[src/rtl/pipe_ctrl_pkg.sv]
`default_nettype none
// ============================================================================
// Module      : pipe_ctrl_pkg
// Description : Shared state encoding, stage indices and the stall/flush
//               patterns used by the pipeline hazard controller.
// Revision    : 1.0 - initial release
// ============================================================================
package pipe_ctrl_pkg;

  // Controller state: normal issue or waiting on a multi-cycle divide
  typedef enum logic [0:0] {
    S_RUN = 1'b0,
    S_DIV = 1'b1
  } state_t;

  // Bit position of each pipeline register in the stall/flush vectors
  localparam int STG_PC  = 0;
  localparam int STG_IF  = 1;
  localparam int STG_ID  = 2;
  localparam int STG_EX  = 3;
  localparam int STG_WB  = 4;

  // Data-bus wait: freeze PC..EX/MEM, bubble into MEM/WB
  localparam logic [4:0] STALL_BUS  = 5'b01111;
  localparam logic [4:0] FLUSH_BUS  = 5'b10000;
  // Taken jump resolved in EX: squash the two younger instructions
  localparam logic [4:0] FLUSH_JUMP = 5'b00110;
  // Interrupt entry: squash everything not yet past EX/MEM
  localparam logic [4:0] FLUSH_INT  = 5'b01110;
  // Divide in flight: hold PC..ID/EX, bubble into EX/MEM
  localparam logic [4:0] STALL_DIV  = 5'b00111;
  localparam logic [4:0] FLUSH_DIV  = 5'b01000;
  // Load-use: hold PC and IF/ID, bubble into ID/EX
  localparam logic [4:0] STALL_LU   = 5'b00011;
  localparam logic [4:0] FLUSH_LU   = 5'b00100;

endpackage
`default_nettype wire

[src/rtl/pipe_ctrl_if.sv]
`default_nettype none
// ============================================================================
// Module      : pipe_ctrl_if
// Description : Hazard request / pipeline control bundle between the core
//               datapath (master) and the hazard controller (slave).
// Revision    : 1.0 - initial release
// ============================================================================
interface pipe_ctrl_if #(
  parameter int AW    = 32,
  parameter int CNT_W = 32
);
  // Hazard requests from the datapath
  logic          loadUseReq;
  logic          exJumpReq;
  logic [AW-1:0] exJumpAddr;
  logic          divStart;
  logic          divDone;
  logic          busReq;
  logic          busGrant;
  logic          intReq;
  logic [AW-1:0] intAddr;
  // Pipeline controls back to the datapath
  logic [4:0]       stall;
  logic [4:0]       flush;
  logic             jumpFlag;
  logic [AW-1:0]    jumpAddr;
  logic             intAck;
  logic             divTimeout;
  logic [CNT_W-1:0] perfStallCnt;

  modport master (
    output loadUseReq, exJumpReq, exJumpAddr, divStart, divDone,
           busReq, busGrant, intReq, intAddr,
    input  stall, flush, jumpFlag, jumpAddr, intAck, divTimeout, perfStallCnt
  );

  modport slave (
    input  loadUseReq, exJumpReq, exJumpAddr, divStart, divDone,
           busReq, busGrant, intReq, intAddr,
    output stall, flush, jumpFlag, jumpAddr, intAck, divTimeout, perfStallCnt
  );
endinterface
`default_nettype wire

[src/rtl/pipe_stall_cnt.sv]
`default_nettype none
// ============================================================================
// Module      : pipe_stall_cnt
// Description : Saturating event counter; sticks at all-ones.
// Revision    : 1.0 - initial release
// ============================================================================
module pipe_stall_cnt #(
  parameter int CNT_W = 32
) (
  input  wire logic             clk,
  input  wire logic             rst,
  input  wire logic             i_inc,
  output logic      [CNT_W-1:0] o_count
);

  logic [CNT_W-1:0] count_q;
  logic [CNT_W-1:0] count_d;

  // Next value: increment when enabled unless already saturated
  always_comb begin
    count_d = count_q;
    if (i_inc && (count_q != {CNT_W{1'b1}})) begin
      count_d = count_q + 1'b1;
    end
  end

  // Counter register
  always_ff @(posedge clk or posedge rst) begin
    if (rst) begin
      count_q <= '0;
    end else begin
      count_q <= count_d;
    end
  end

  assign o_count = count_q;

endmodule
`default_nettype wire

[src/rtl/pipe_ctrl.sv]
`default_nettype none
// ============================================================================
// Module      : pipe_ctrl
// Description : Pipeline hazard / flush controller for the 5-stage core.
//               Arbitrates bus wait, EX jumps, interrupts, divide wait and
//               load-use hazards into per-register stall/flush controls.
//               Optional macro PIPE_CTRL_INT_EN compiles in the interrupt path.
// Revision    : 1.0 - initial release
// ============================================================================
module pipe_ctrl #(
  parameter int AW          = 32,
  parameter int DIV_TIMEOUT = 64,
  parameter int CNT_W       = 32
) (
  input  wire logic   clk,
  input  wire logic   rst,
  pipe_ctrl_if.slave  bus
);
  import pipe_ctrl_pkg::*;

  localparam int DIV_CW = (DIV_TIMEOUT > 1) ? $clog2(DIV_TIMEOUT) : 1;
  localparam logic [DIV_CW-1:0] C_DIV_LAST = DIV_CW'(DIV_TIMEOUT - 1);

  state_t            state_q, state_d;
  logic [DIV_CW-1:0] div_cnt_q, div_cnt_d;
  logic              div_timeout_q, div_timeout_d;

  logic              w_bus_wait;
  logic              w_int_take;
  logic [AW-1:0]     w_int_addr;
  logic [4:0]        w_stall;
  logic [4:0]        w_flush;
  logic              w_jump_flag;
  logic [AW-1:0]     w_jump_addr;
  logic              w_int_ack;

  assign w_bus_wait = bus.busReq && !bus.busGrant;

`ifdef PIPE_CTRL_INT_EN
  logic int_lock_q, int_lock_d;

  // Interrupt is taken once per high level of intReq
  assign w_int_take = bus.intReq && !int_lock_q;
  assign w_int_addr = bus.intAddr;

  // Lock set after an acknowledge, released once the request is seen low
  always_comb begin
    int_lock_d = w_int_ack || (int_lock_q && bus.intReq);
  end

  // Interrupt lock register
  always_ff @(posedge clk or posedge rst) begin
    if (rst) begin
      int_lock_q <= 1'b0;
    end else begin
      int_lock_q <= int_lock_d;
    end
  end
`else
  logic unused_int;

  assign w_int_take = 1'b0;
  assign w_int_addr = '0;
  assign unused_int = bus.intReq ^ (^bus.intAddr);
`endif

  // Hazard arbitration, next state and divide counter
  always_comb begin
    w_stall       = '0;
    w_flush       = '0;
    w_jump_flag   = 1'b0;
    w_jump_addr   = '0;
    w_int_ack     = 1'b0;
    state_d       = state_q;
    div_cnt_d     = div_cnt_q;
    div_timeout_d = 1'b0;

    if (w_bus_wait) begin
      // Whole front of the pipe freezes; state and divide count hold
      w_stall = STALL_BUS;
      w_flush = FLUSH_BUS;
    end else if (state_q == S_RUN) begin
      if (bus.exJumpReq) begin
        w_flush     = FLUSH_JUMP;
        w_jump_flag = 1'b1;
        w_jump_addr = bus.exJumpAddr;
      end else if (w_int_take) begin
        w_flush     = FLUSH_INT;
        w_jump_flag = 1'b1;
        w_jump_addr = w_int_addr;
        w_int_ack   = 1'b1;
      end else if (bus.loadUseReq) begin
        w_stall = STALL_LU;
        w_flush = FLUSH_LU;
      end
      // A divide finishing in its issue cycle never enters the wait state
      if (bus.divStart && !bus.divDone) begin
        state_d   = S_DIV;
        div_cnt_d = '0;
      end
    end else begin
      if (bus.divDone) begin
        // Result advances this cycle, so no stall
        state_d = S_RUN;
      end else begin
        w_stall = STALL_DIV;
        w_flush = FLUSH_DIV;
        if (div_cnt_q == C_DIV_LAST) begin
          state_d       = S_RUN;
          div_timeout_d = 1'b1;
        end else begin
          div_cnt_d = div_cnt_q + 1'b1;
        end
      end
    end
  end

  // Controller state registers
  always_ff @(posedge clk or posedge rst) begin
    if (rst) begin
      state_q       <= S_RUN;
      div_cnt_q     <= '0;
      div_timeout_q <= 1'b0;
    end else begin
      state_q       <= state_d;
      div_cnt_q     <= div_cnt_d;
      div_timeout_q <= div_timeout_d;
    end
  end

  pipe_stall_cnt #(
    .CNT_W (CNT_W)
  ) u_stall_cnt (
    .clk     (clk),
    .rst     (rst),
    .i_inc   (|w_stall),
    .o_count (bus.perfStallCnt)
  );

  assign bus.stall      = w_stall;
  assign bus.flush      = w_flush;
  assign bus.jumpFlag   = w_jump_flag;
  assign bus.jumpAddr   = w_jump_addr;
  assign bus.intAck     = w_int_ack;
  assign bus.divTimeout = div_timeout_q;

endmodule
`default_nettype wire

[src/flat_wrapper.sv]
// flat-port wrapper written by rule: the top's interface ports become plain ports
module pipe_ctrl_flat import pipe_ctrl_pkg::*;
#(
  parameter int AW          = 32,
  parameter int DIV_TIMEOUT = 64,
  parameter int CNT_W       = 32
)
  (clk, rst, bus_loadUseReq, bus_exJumpReq, bus_exJumpAddr, bus_divStart, bus_divDone, bus_busReq, bus_busGrant, bus_intReq, bus_intAddr, bus_stall, bus_flush, bus_jumpFlag, bus_jumpAddr, bus_intAck, bus_divTimeout, bus_perfStallCnt);
  pipe_ctrl_if #(.AW(AW), .CNT_W(CNT_W)) bus_i ();
  input  wire logic clk;
  input  wire logic rst;
  input wire logic [$bits(bus_i.loadUseReq)-1:0] bus_loadUseReq;
  input wire logic [$bits(bus_i.exJumpReq)-1:0] bus_exJumpReq;
  input wire logic [$bits(bus_i.exJumpAddr)-1:0] bus_exJumpAddr;
  input wire logic [$bits(bus_i.divStart)-1:0] bus_divStart;
  input wire logic [$bits(bus_i.divDone)-1:0] bus_divDone;
  input wire logic [$bits(bus_i.busReq)-1:0] bus_busReq;
  input wire logic [$bits(bus_i.busGrant)-1:0] bus_busGrant;
  input wire logic [$bits(bus_i.intReq)-1:0] bus_intReq;
  input wire logic [$bits(bus_i.intAddr)-1:0] bus_intAddr;
  output wire logic [$bits(bus_i.stall)-1:0] bus_stall;
  output wire logic [$bits(bus_i.flush)-1:0] bus_flush;
  output wire logic [$bits(bus_i.jumpFlag)-1:0] bus_jumpFlag;
  output wire logic [$bits(bus_i.jumpAddr)-1:0] bus_jumpAddr;
  output wire logic [$bits(bus_i.intAck)-1:0] bus_intAck;
  output wire logic [$bits(bus_i.divTimeout)-1:0] bus_divTimeout;
  output wire logic [$bits(bus_i.perfStallCnt)-1:0] bus_perfStallCnt;
  assign bus_i.loadUseReq = bus_loadUseReq;
  assign bus_i.exJumpReq = bus_exJumpReq;
  assign bus_i.exJumpAddr = bus_exJumpAddr;
  assign bus_i.divStart = bus_divStart;
  assign bus_i.divDone = bus_divDone;
  assign bus_i.busReq = bus_busReq;
  assign bus_i.busGrant = bus_busGrant;
  assign bus_i.intReq = bus_intReq;
  assign bus_i.intAddr = bus_intAddr;
  assign bus_stall = bus_i.stall;
  assign bus_flush = bus_i.flush;
  assign bus_jumpFlag = bus_i.jumpFlag;
  assign bus_jumpAddr = bus_i.jumpAddr;
  assign bus_intAck = bus_i.intAck;
  assign bus_divTimeout = bus_i.divTimeout;
  assign bus_perfStallCnt = bus_i.perfStallCnt;
  pipe_ctrl #(.AW(AW), .DIV_TIMEOUT(DIV_TIMEOUT), .CNT_W(CNT_W)) u_core (.clk(clk), .rst(rst), .bus(bus_i));
endmodule
[config.mk]
export PLATFORM = sky130hd
export DESIGN_NAME = pipe_ctrl_flat
export DESIGN_NICKNAME = d
export VERILOG_FILES = /design/src/rtl/pipe_ctrl_pkg.sv /design/src/rtl/pipe_ctrl_if.sv /design/src/rtl/pipe_stall_cnt.sv /design/src/rtl/pipe_ctrl.sv /design/src/flat_wrapper.sv
export SDC_FILE = /design/constraint.sdc
export NUM_CORES = 1
export LEC_CHECK = 0
export CORE_ASPECT_RATIO = 0.6
export CORE_MARGIN = 2
export CORE_UTILIZATION = 39
export CTS_BUF_LIST = sky130_fd_sc_hd__clkbuf_4 sky130_fd_sc_hd__clkbuf_8 sky130_fd_sc_hd__clkbuf_16
export CTS_CLUSTER_SIZE = 20
export DETAILED_ROUTE_END_ITERATION = 7
export PLACE_DENSITY = 0.86
export SLEW_MARGIN = 20
export SYNTH_ARGS = -nofsm -noshare
export SYNTH_HDL_FRONTEND = slang
export SYNTH_HIERARCHICAL = 1
export SYNTH_SLANG_ARGS = --single-unit
[constraint.sdc]
create_clock -name clk -period 3.8 [get_ports clk]
set_clock_uncertainty 0.15 [all_clocks]
set_input_delay 0.95 -clock clk [delete_from_list [all_inputs] [get_ports clk]]
set_output_delay 0.95 -clock clk [all_outputs]
set_load 0.005 [all_outputs]
==> results.md <==
* Clock buffer depth at 2
* # rows at 21
* Crit end category: output pin
* Fin crit period at 3.71 ns
* CTS HTree Levels at 2
* Cell count after synthesis at 236
* Worst path required time at 2.70 ns
* Largest net degree at the start of global routing at 35
* DRC errors left at 0
* Yosys warns at 6
* Die area at 0.00662 mm^2
* R2R Setup Slk at 1.02 ns
* WHS Endpoint: u_core/u_stall_cnt/o_count[18]
* Worst-path cell chain: clkdlybuf4s50_1 > nand2b_2 > and3_2 > and2_1 > clkdlybuf4s50_1
* Fmax at 269 MHz
* Min-delay src: u_core/u_stall_cnt/o_count[18]
* CTS Root Cell: clkbuf_8
* TritonCTS clock tree: built
* Post_cts resized at 0
* Via count at 2,151
* Worst vdd ir at 0.000154 V
* Avg Cell Area, Syn at 9.86 um^2
* Syn-to-layout area delta at 54.6%
* Pwr Density at 324 mW/mm^2
* Post-synth cell types at 44
* Placed insts at 422
* Cells on Worst Hold Path at 1
* R2r startpoint: u_core/state_q
* Most numerous cell on the critical path: clkdlybuf4s50_1
* Gr usage total at 20.2%
* Post-CTS Setup Inserts at 0
* Clk sinks at 40
* CORE AREA at 0.00568 mm^2
* DRT Wirelength at 6570 um
* Least-Margin Pin Slew at 0.682 ns
* Startpoint types: primary input
* R2r endpoint: u_core/u_stall_cnt/o_count[21]
* First-pass GRT wire length at 10,600 um
* Unrepaired setup endpoints after global routing: false
* Synthesized area at 0.00233 mm^2
* Initial Utilization at 41.0%
* Crit Path Category: in2out
* Routability cong. at 0.869
* Setup total negative slack at 0 ns
* Worst skew pair latency at 0.29 ns
* 1st-iter DRT viols at 111
* Vias in the first global route at 2,136
* Worst-path clk slew at 0.08 ns
* Crit path from: bus_busGrant
* Hpwl dp at 5100 um
* Layout Nets at 425
* Critical-path top delay cell: clkdlybuf4s50_1
* Seq/Total Area, Yosys at 43.0%
* Critical Path Fanout Max at 17
* Total global routing overflow at 0
* ANT cells at 0
* Reg2Reg Depth at 9
* PortBufs at 113
* Num CTS Buffers at 5
* Router iterations before antenna repair at 4
* Hold Path Class: reg2reg
* Final setup viols at 0
* Initial antenna violation count at 0
* Fin worst setup slack at 0.0876 ns
* Static Leak at 0.00149 uW
* Max-Cap Viols at 0
* Fillers at 458
* Final hold vios at 0
* Slowest stage delay, CP at 0.50 ns
* Setup WS pre-CTS at 0.0843 ns
* Die width at 104 um
* IO Pins at 150
* WL per Instance at 15.3 um
* Slew Limit Headroom at 54.3%
* CP arrival at 2.61 ns
* Final Cycle Share at 97.7%
* Via density per instance at 5.00
* Yosys reg bits at 40
* ANT nets after route at 0
* Layout cells sized above 1 at 8.00%
* Fin. max-slew vios at 0
* DIE HEIGHT at 63.8 um
* Status: complete, no violations
* Fin cells at 430
[metal layers]
layer | track usage, % | share of wire, %
met3 | 4.90 | 7.0
met4 | 6.59 | 1.1
met1 | 27.0 | 46
met5 | 0 | 0
met2 | 32.5 | 45
[layout by cell type, fill, tap and decap left out, drive strengths merged]
cell type | synthesis | layout
inv | 6 | 6
nand4 | 12 | 12
nor4b | 1 | 1
xnor2 | 26 | 26
nor3 | 2 | 2
mux2 | 2 | 2
nor2 | 9 | 9
o211ai | 2 | 2
a21oi | 4 | 4
clkbuf | 5 | 6
and2 | 34 | 34
o21ai | 6 | 6
nand3 | 24 | 24
mux2i | 1 | 1
clkdlybuf4s50 | 0 | 113
conb | 1 | 3
dfrtp | 40 | 40
o21ba | 1 | 1
a311oi | 1 | 1
or3 | 1 | 1
nand4b | 1 | 1
a21o | 2 | 2
and4 | 2 | 2
or4 | 1 | 1
clkinv | 0 | 1
a41oi | 3 | 3
xor2 | 2 | 2
a31oi | 2 | 2
nor4 | 2 | 2
nand2 | 17 | 17
or2b | 2 | 2
and3 | 11 | 12
ha | 2 | 2
a2111oi | 1 | 1
buf | 9 | 5
nand2b | 1 | 1
[per-stage QoR]
stage | power [uW] | area, um^2 | hold WS (ns) | utilization [%]
4_1_cts | 1170 | 3590 | 0.350 | 63.3
3_5_place_dp | 897 | 3510 | 0.336 | 61.8
2_1_floorplan | 694 | 2330 | 0.325 | -
3_3_place_gp | 882 | 3510 | 0.324 | 61.8
6_report | 1160 | 3600 | 0.346 | 63.4
5_1_grt | 1240 | 3600 | 0.369 | 63.4
[cells in the mapped netlist, drive strengths merged]
cell type  count  share of area (%)
nor4b          1               0.38
nor3           2               0.43
mux2i          1               0.43
xnor2         26                9.8
nor4           2                1.2
a21oi          4               0.86
nand2b         1               0.38
or4            1               0.48
buf            9                3.1
nand2         17                2.8
nand3         24                5.2
and4           2               0.81
a2111oi        1                1.2
o211ai         2               0.86
nor2           9                1.5
o21ai          6                1.5
and3          11                3.2
a21o           2               0.64
and2          34                9.2
o21ba          1               0.70
conb           1               0.16
a41oi          3                1.1
a31oi          2               0.54
mux2           2               0.97
clkbuf         5               0.97
xor2           2               0.75
or3            1               0.27
nand4         12                3.5
ha             2                1.1
nand4b         1               0.38
or2b           2               0.64
inv            6               0.97
dfrtp         40                 43
a311oi         1                1.1
[state kept, by name, indices dropped and copies added (netlist names)]
name                        flops
u_core/state_q                  1
u_core/bus.divTimeout           1
u_core/div_cnt_q                6
u_core/u_stall_cnt/o_count     32
[cells by family (layout without fill, tap and decap cells)]
| logic type | after synthesis | after routing | share of synthesized area, % |
|---|---|---|---|
| compound gates | 22 | 22 | 8.50 |
| xor+xnor | 28 | 28 | 10.5 |
| fa+ha+maj | 2 | 2 | 1.08 |
| buf+inv | 20 | 131 | 5.00 |
| flops | 40 | 40 | 43.0 |
| mux | 3 | 3 | 1.40 |
| other cells | 1 | 3 | 0.161 |
| simple gates | 120 | 121 | 30.3 |
[how the worst max path moves through the flow]
stage | end | slack, ns | cells past startpoint
floorplan | u_core/u_stall_cnt/o_count[31] | 0.73 | 9
global route | bus_jumpAddr[0] | 0.01 | 5
CTS | bus_jumpAddr[13] | 0.08 | 5
detailed placement | bus_jumpAddr[13] | 0.08 | 5
finish | bus_jumpAddr[29] | 0.09 | 5
global placement | bus_jumpAddr[13] | 0.11 | 5
[worst max-delay path, delay by kind of cell]
family,cells,cell delay (ns)
buf+inv,2,0.95
simple gates,3,0.71
[what timing repair did]
| item | CTS | global route |
|---|---|---|
| hold buffers | 0 | 0 |
| endpoints found under the hold margin | 0 | 0 |
| endpoints found under the setup margin | 0 | 1 |
[cell type report]
type	instances	area, um^2	share of cell area (%)
Timing Repair Buffer	118	1170	32.5
Multi-Input combinational cell	179	1220	34.0
Clock inverter	1	5.00	0.139
Tap cell	80	100	2.78
Sequential cell	40	1000	27.8
Clock buffer	6	76.3	2.12
Inverter	6	22.5	0.626
[power by group]
group          switching, uW  internal [uW]
Clock                    140            132
Combinational            125            216
Sequential              77.2            474
(Power assumes the default switching activity.)
